$ cat src/rtl/regfile_wb_arbiter.sv
// rtl/regfile_wb_arbiter.sv - merges load and ALU results into the single register file write port
// Loads win the port; ALU results wait in a small FIFO, with a starvation counter that forces an ALU slot.
module regfile_wb_arbiter #(
  parameter int ADDR_W       = 5,
  parameter int DATA_W       = 64,
  parameter int FIFO_DEPTH   = 2,
  parameter int STARVE_LIMIT = 4
) (
  input  logic                          clk,
  input  logic                          reset,
  input  logic                          alu_valid,
  output logic                          alu_ready,
  input  logic [ADDR_W-1:0]             alu_addr,
  input  logic [DATA_W-1:0]             alu_data,
  input  logic                          mem_valid,
  output logic                          mem_ready,
  input  logic [ADDR_W-1:0]             mem_addr,
  input  logic [DATA_W-1:0]             mem_data,
  output logic                          wr_en,
  output logic [ADDR_W-1:0]             wr_addr,
  output logic [DATA_W-1:0]             wr_data,
  output logic [31:0]                   pending_mask,
  output logic [$clog2(FIFO_DEPTH):0]   fifo_count
);

  localparam int PTR_W = $clog2(FIFO_DEPTH);
  localparam int CNT_W = PTR_W + 1;
  localparam int STV_W = $clog2(STARVE_LIMIT + 1);
  localparam logic [CNT_W-1:0]  DEPTH_C = CNT_W'(FIFO_DEPTH);
  localparam logic [STV_W-1:0]  LIMIT_C = STV_W'(STARVE_LIMIT);
  localparam logic [ADDR_W-1:0] XZR     = '1;

  logic [ADDR_W-1:0] q_addr [FIFO_DEPTH];
  logic [DATA_W-1:0] q_data [FIFO_DEPTH];
  logic [PTR_W-1:0]  rd_ptr;
  logic [PTR_W-1:0]  wr_ptr;
  logic [PTR_W-1:0]  slot_off;
  logic [STV_W-1:0]  starve_cnt;
  logic              fifo_empty;
  logic              force_alu;
  logic              alu_push;
  logic              mem_xfer;
  logic              fifo_pop;

  assign fifo_empty = (fifo_count == '0);
  assign force_alu  = (starve_cnt == LIMIT_C) && !fifo_empty;
  assign alu_ready  = (fifo_count < DEPTH_C);
  assign mem_ready  = !force_alu;
  // Writes to the zero register are accepted but simply dropped.
  assign alu_push   = alu_valid && alu_ready && (alu_addr != XZR);
  assign mem_xfer   = mem_valid && mem_ready;
  assign fifo_pop   = !mem_xfer && !fifo_empty;

  always_ff @(posedge clk) begin
    if (alu_push) begin
      q_addr[wr_ptr] <= alu_addr;
      q_data[wr_ptr] <= alu_data;
    end
  end

  always_ff @(posedge clk or posedge reset) begin
    if (reset) begin
      rd_ptr     <= '0;
      wr_ptr     <= '0;
      fifo_count <= '0;
      starve_cnt <= '0;
      wr_en      <= 1'b0;
      wr_addr    <= '0;
      wr_data    <= '0;
    end else begin
      if (alu_push) wr_ptr <= wr_ptr + PTR_W'(1);
      if (fifo_pop) rd_ptr <= rd_ptr + PTR_W'(1);

      if (alu_push && !fifo_pop)      fifo_count <= fifo_count + CNT_W'(1);
      else if (!alu_push && fifo_pop) fifo_count <= fifo_count - CNT_W'(1);

      if (fifo_pop || fifo_empty)     starve_cnt <= '0;
      else if (mem_xfer && starve_cnt != LIMIT_C) starve_cnt <= starve_cnt + STV_W'(1);

      if (mem_xfer) begin
        wr_en   <= (mem_addr != XZR);
        wr_addr <= mem_addr;
        wr_data <= mem_data;
      end else if (fifo_pop) begin
        wr_en   <= 1'b1;
        wr_addr <= q_addr[rd_ptr];
        wr_data <= q_data[rd_ptr];
      end else begin
        wr_en   <= 1'b0;
      end
    end
  end

  // A slot is live when its distance from the read pointer is below the occupancy.
  always_comb begin
    pending_mask = '0;
    slot_off     = '0;
    for (int i = 0; i < FIFO_DEPTH; i++) begin
      slot_off = PTR_W'(i) - rd_ptr;
      if ({1'b0, slot_off} < fifo_count) pending_mask[q_addr[i]] = 1'b1;
    end
    pending_mask[31] = 1'b0;
  end

endmodule
$ cat config.mk
export PLATFORM = sky130hd
export DESIGN_NAME = regfile_wb_arbiter
export DESIGN_NICKNAME = d
export VERILOG_FILES = /design/src/rtl/regfile_wb_arbiter.sv
export SDC_FILE = /design/constraint.sdc
export NUM_CORES = 1
export LEC_CHECK = 0
export BUFFER_PORTS_ARGS = -buffer_cell sky130_fd_sc_hd__buf_4
export CORE_MARGIN = 2
export CORE_UTILIZATION = 47
export DETAILED_ROUTE_END_ITERATION = 10
export PLACE_DENSITY_LB_ADDON = 0.05
export SYNTH_ARGS = -nofsm -noshare
export SYNTH_HDL_FRONTEND = slang
export SYNTH_SLANG_ARGS = --single-unit
$ cat constraint.sdc
create_clock -name clk -period 4.7 [get_ports clk]
set_input_delay 0.47 -clock clk [delete_from_list [all_inputs] [get_ports clk]]
set_output_delay 0.47 -clock clk [all_outputs]
set_load 0.05 [all_outputs]
==> flow_metrics.py <==
metrics = {
    "yosys": {
        "synth_top_area_cell": "sky130_fd_sc_hd__edfxtp_1",
        "yosysWarnings": 0,
        "synth_enable_flop_cells": 138,
        "post_synth_inst_count": 564,
        "ys_seq_elements": 215,
        "post_synth.cell_area_avg_sq_um": 15.4,
        "synth_cell_types": 42,
        "synth_async_sr_flop_share": 0.358,
        "yosysTopAreaCellShare": 0.478,
        "ys_dominant_reg_cell": "sky130_fd_sc_hd__edfxtp_1",
        "synth_top_cells_by_area": "sky130_fd_sc_hd__edfxtp_1 (48%), sky130_fd_sc_hd__dfrtp_1 (22%), sky130_fd_sc_hd__mux2i_1 (7.9%)",
        "synth.cell_area_sq_um": 8660,
        "synth.net_count": 709,
        "synth_sequential_area_ratio": 0.701,
    },
    "detailed_routing": {
        "vias": 5886,
        "drt-wirelength-per-cell_microns": 19.3,
        "drt-initial-drc-count": 298,
        "via_per_inst": 5.66,
        "drt-total-wl_mm": 20.0,
        "dr.pass1.iters": 5,
        "drt.antenna.violating_nets": 0,
        "drc": 0,
    },
    "clock_tree": {
        "clock_insertion_delay_worst_skew_ps": 490,
        "num_cts_buffers": 22,
        "cts.repair_timing.setup_buffer_count": 0,
        "path_clk_slew_ps": 60,
        "htreeDepth": 1,
        "clk_tree_root_cell": "sky130_fd_sc_hd__clkbuf_16",
        "post_cts_hold_buffer_count": 0,
        "clockBufferDepth": 3,
        "cts_resized": 0,
        "clock_sinks": 215,
        "cts_tree": "done",
    },
    "global_routing": {
        "via_count_of_the_first_global_routing_pass": 5831,
        "met1_usage": 0.269,
        "groute.layer.met3.usage": 0.0506,
        "grt.busiest_layer": "met2",
        "groute.layer.met2.usage": 0.329,
        "grt_util_all_layers": 0.200,
        "grt.overflow.total": 0,
        "pin_count_of_the_biggest_net_entering_global_routing": 74,
        "grt_pass1_wl_mm": 31.3,
        "antenna_found_initial": 0,
    },
    "sta": {
        "tns_ps": 0,
        "finalWorstPathRequiredPeriod_ps": 2860,
        "final-max-slew-violation-count": 0,
        "timing.clock.skew_ps": 8.33,
        "rsz0062_at_grt": "false",
        "max_slew.worst_pin.slew_ps": 1230,
        "final-hold-violation-count": 0,
        "relative_max_transition_margin": 0.177,
        "finalSetupViolCount": 0,
        "final_min_period_over_clock_period": 0.608,
        "fmax_mhz": 350,
    },
    "final_layout": {
        "antennaDiodeCount": 0,
        "most-common-layout-cells": "sky130_fd_sc_hd__buf_4 (252), sky130_fd_sc_hd__edfxtp_1 (138), sky130_fd_sc_hd__dfrtp_1 (76)",
        "num-fill-cells": 1382,
        "layout-area-overhead-vs-synth_pct": 31.1,
        "design_area_sq_um": 11400,
        "layout.nets": 940,
        "fin_cells": 1040,
        "final_core_density": 0.630,
        "final_common_cell": "sky130_fd_sc_hd__buf_4",
        "proportion_of_layout_cells_with_a_drive_suffix_above_1": 0.380,
    },
    "placed_design": {
        "port_buffers": 246,
        "gp_routability_congestion": 0.773,
        "dp.final_hpwl_mm": 13.5,
        "placedInstanceArea_sq_um": 10600,
        "numPlacedInstances": 1000,
    },
    "power_and_ir_drop": {
        "power.density_cell_area_nw_per_um2": 620,
        "pwr-share-comb": 0.363,
        "power.share.clock": 0.237,
        "net-switching-power_w": 0.00271,
        "switching_share": 0.384,
        "intPower_w": 0.00434,
        "share_seq_of_total_power": 0.400,
        "finalPower_w": 0.00705,
        "ir_worst_vdd_v": 0.000390,
        "power.static_leakage_nw": 4.59,
    },
    "worst_setup_path": {
        "cp_slowest_cell": "sky130_fd_sc_hd__dfrtp_4",
        "crit_chain": "a21o_2 -> or3b_1 -> o22ai_2 -> buf_4",
        "cp_data_required_time_ps": 4230,
        "worst_reg2reg_path_length_in_cells": 4,
        "crit_path_end_kind": "output pin",
        "critical-path-max-stage-delay_ps": 690,
        "critical_path.startpoint_type": "flip-flop",
        "cp_data_arrival_time_ps": 2390,
        "crit_type": "reg2out",
        "crit_buf_inv": 1,
        "setup.reg_to_reg.worst_slack_ps": 2050,
        "worst-path-max-fanout": 25,
        "timing.critical_path.depth": 4,
        "critPathTopFamily": "flip-flops",
    },
    "floorplan": {
        "ios": 248,
        "die_width_microns": 140,
        "design.core.area_sq_um": 18000,
        "floorplan.initialDensity": 0.481,
        "fp-row-count": 49,
        "fp.dieArea_sq_um": 19500,
        "die_height_microns": 140,
    },
    "worst_hold_path": {
        "hp-class": "in2async",
    },
    "flow_run": {
        "cap_viol_max_count": 0,
    },
    "outcome": {
        "run_status": "finished clean",
    },
}
## cells in the mapped netlist (3+ instances only)
cell type,number
sky130_fd_sc_hd__o211ai_2,3
sky130_fd_sc_hd__edfxtp_1,138
sky130_fd_sc_hd__o21ai_1,13
sky130_fd_sc_hd__o22ai_1,23
sky130_fd_sc_hd__a32oi_1,68
sky130_fd_sc_hd__inv_1,8
sky130_fd_sc_hd__clkbuf_2,6
sky130_fd_sc_hd__o22ai_2,8
sky130_fd_sc_hd__nor2_1,5
sky130_fd_sc_hd__nand2_1,6
sky130_fd_sc_hd__xnor2_1,4
sky130_fd_sc_hd__ha_1,3
sky130_fd_sc_hd__nand3_1,4
sky130_fd_sc_hd__nand3b_1,8
sky130_fd_sc_hd__buf_2,11
sky130_fd_sc_hd__mux2i_1,68
sky130_fd_sc_hd__dfrtp_1,77
sky130_fd_sc_hd__o21ai_0,55
sky130_fd_sc_hd__clkbuf_1,19
sky130_fd_sc_hd__buf_4,6
## stage by stage
stage	worst slack, ps	hold slack [ps]
2_1_floorplan	998	440
3_3_place_gp	2090	453
3_5_place_dp	2030	473
4_1_cts	1830	138
5_1_grt	1750	143
6_report	1840	120
## path summary, 6_finish.rpt
check,from,to
max,rd_ptr$_DFFE_PP0P_,pending_mask[8]
min,reset,wr_data[38]$_DFFE_PP0P_
max reg2reg,fifo_count[1]$_DFFE_PP0P_,q_addr[0][2]$_DFFE_PP_
min reg2reg,starve_cnt[0]$_DFFE_PP0P_,starve_cnt[0]$_DFFE_PP0P_
max in group asynchronous,reset,wr_data[40]$_DFFE_PP0P_
min in group clk,alu_data[30],q_data[1][30]$_DFFE_PP_
## registers in the layout, summed over array words and instances, names as in the netlist
register    count
starve_cnt      3
q_addr         10
wr_addr         5
wr_data        64
rd_ptr          1
wr_en           1
q_data        128
wr_ptr          1
fifo_count      2
## final cells by class
| class | instances | area, sq um | area share |
|---|---|---|---|
| Clock buffer | 31 | 636 | 0.0560 |
| Clock inverter | 9 | 72.6 | 0.00639 |
| Inverter | 8 | 31.3 | 0.00275 |
| Multi-Input combinational cell | 295 | 2340 | 0.206 |
| Sequential cell | 215 | 6070 | 0.535 |
| Tap cell | 229 | 287 | 0.0252 |
| Timing Repair Buffer | 253 | 1910 | 0.168 |
## cell families after synthesis
logic type               count (synthesis)  synth area share
buffers and inverters                   54            0.0302
flip-flops                             215             0.701
adder cells (fa/ha/maj)                  3           0.00433
AO/OA/AOI/OAI                          178             0.151
XOR/XNOR                                 6           0.00606
other                                    1          0.000433
AND/OR/NAND/NOR                         38            0.0274
multiplexers                            69            0.0799
## power by group through the flow
stage               clock network, W  logic, W  registers, W
floorplan                          0   0.00109       0.00353
global placement                   0   0.00256       0.00283
detailed placement                 0   0.00259       0.00285
CTS                          0.00171   0.00259       0.00282
global route                 0.00179   0.00270       0.00287
finish                       0.00167   0.00256       0.00282
## per-layer routing
metal  part of all wire  wire [microns]  up-vias
met3              0.084            1680       21
met4              0.012             246        0
li1                   -               -     2724
met2               0.49            9780      238
met1               0.42            8310     2903
met5                  0               0        -
(Power assumes the default switching activity.)
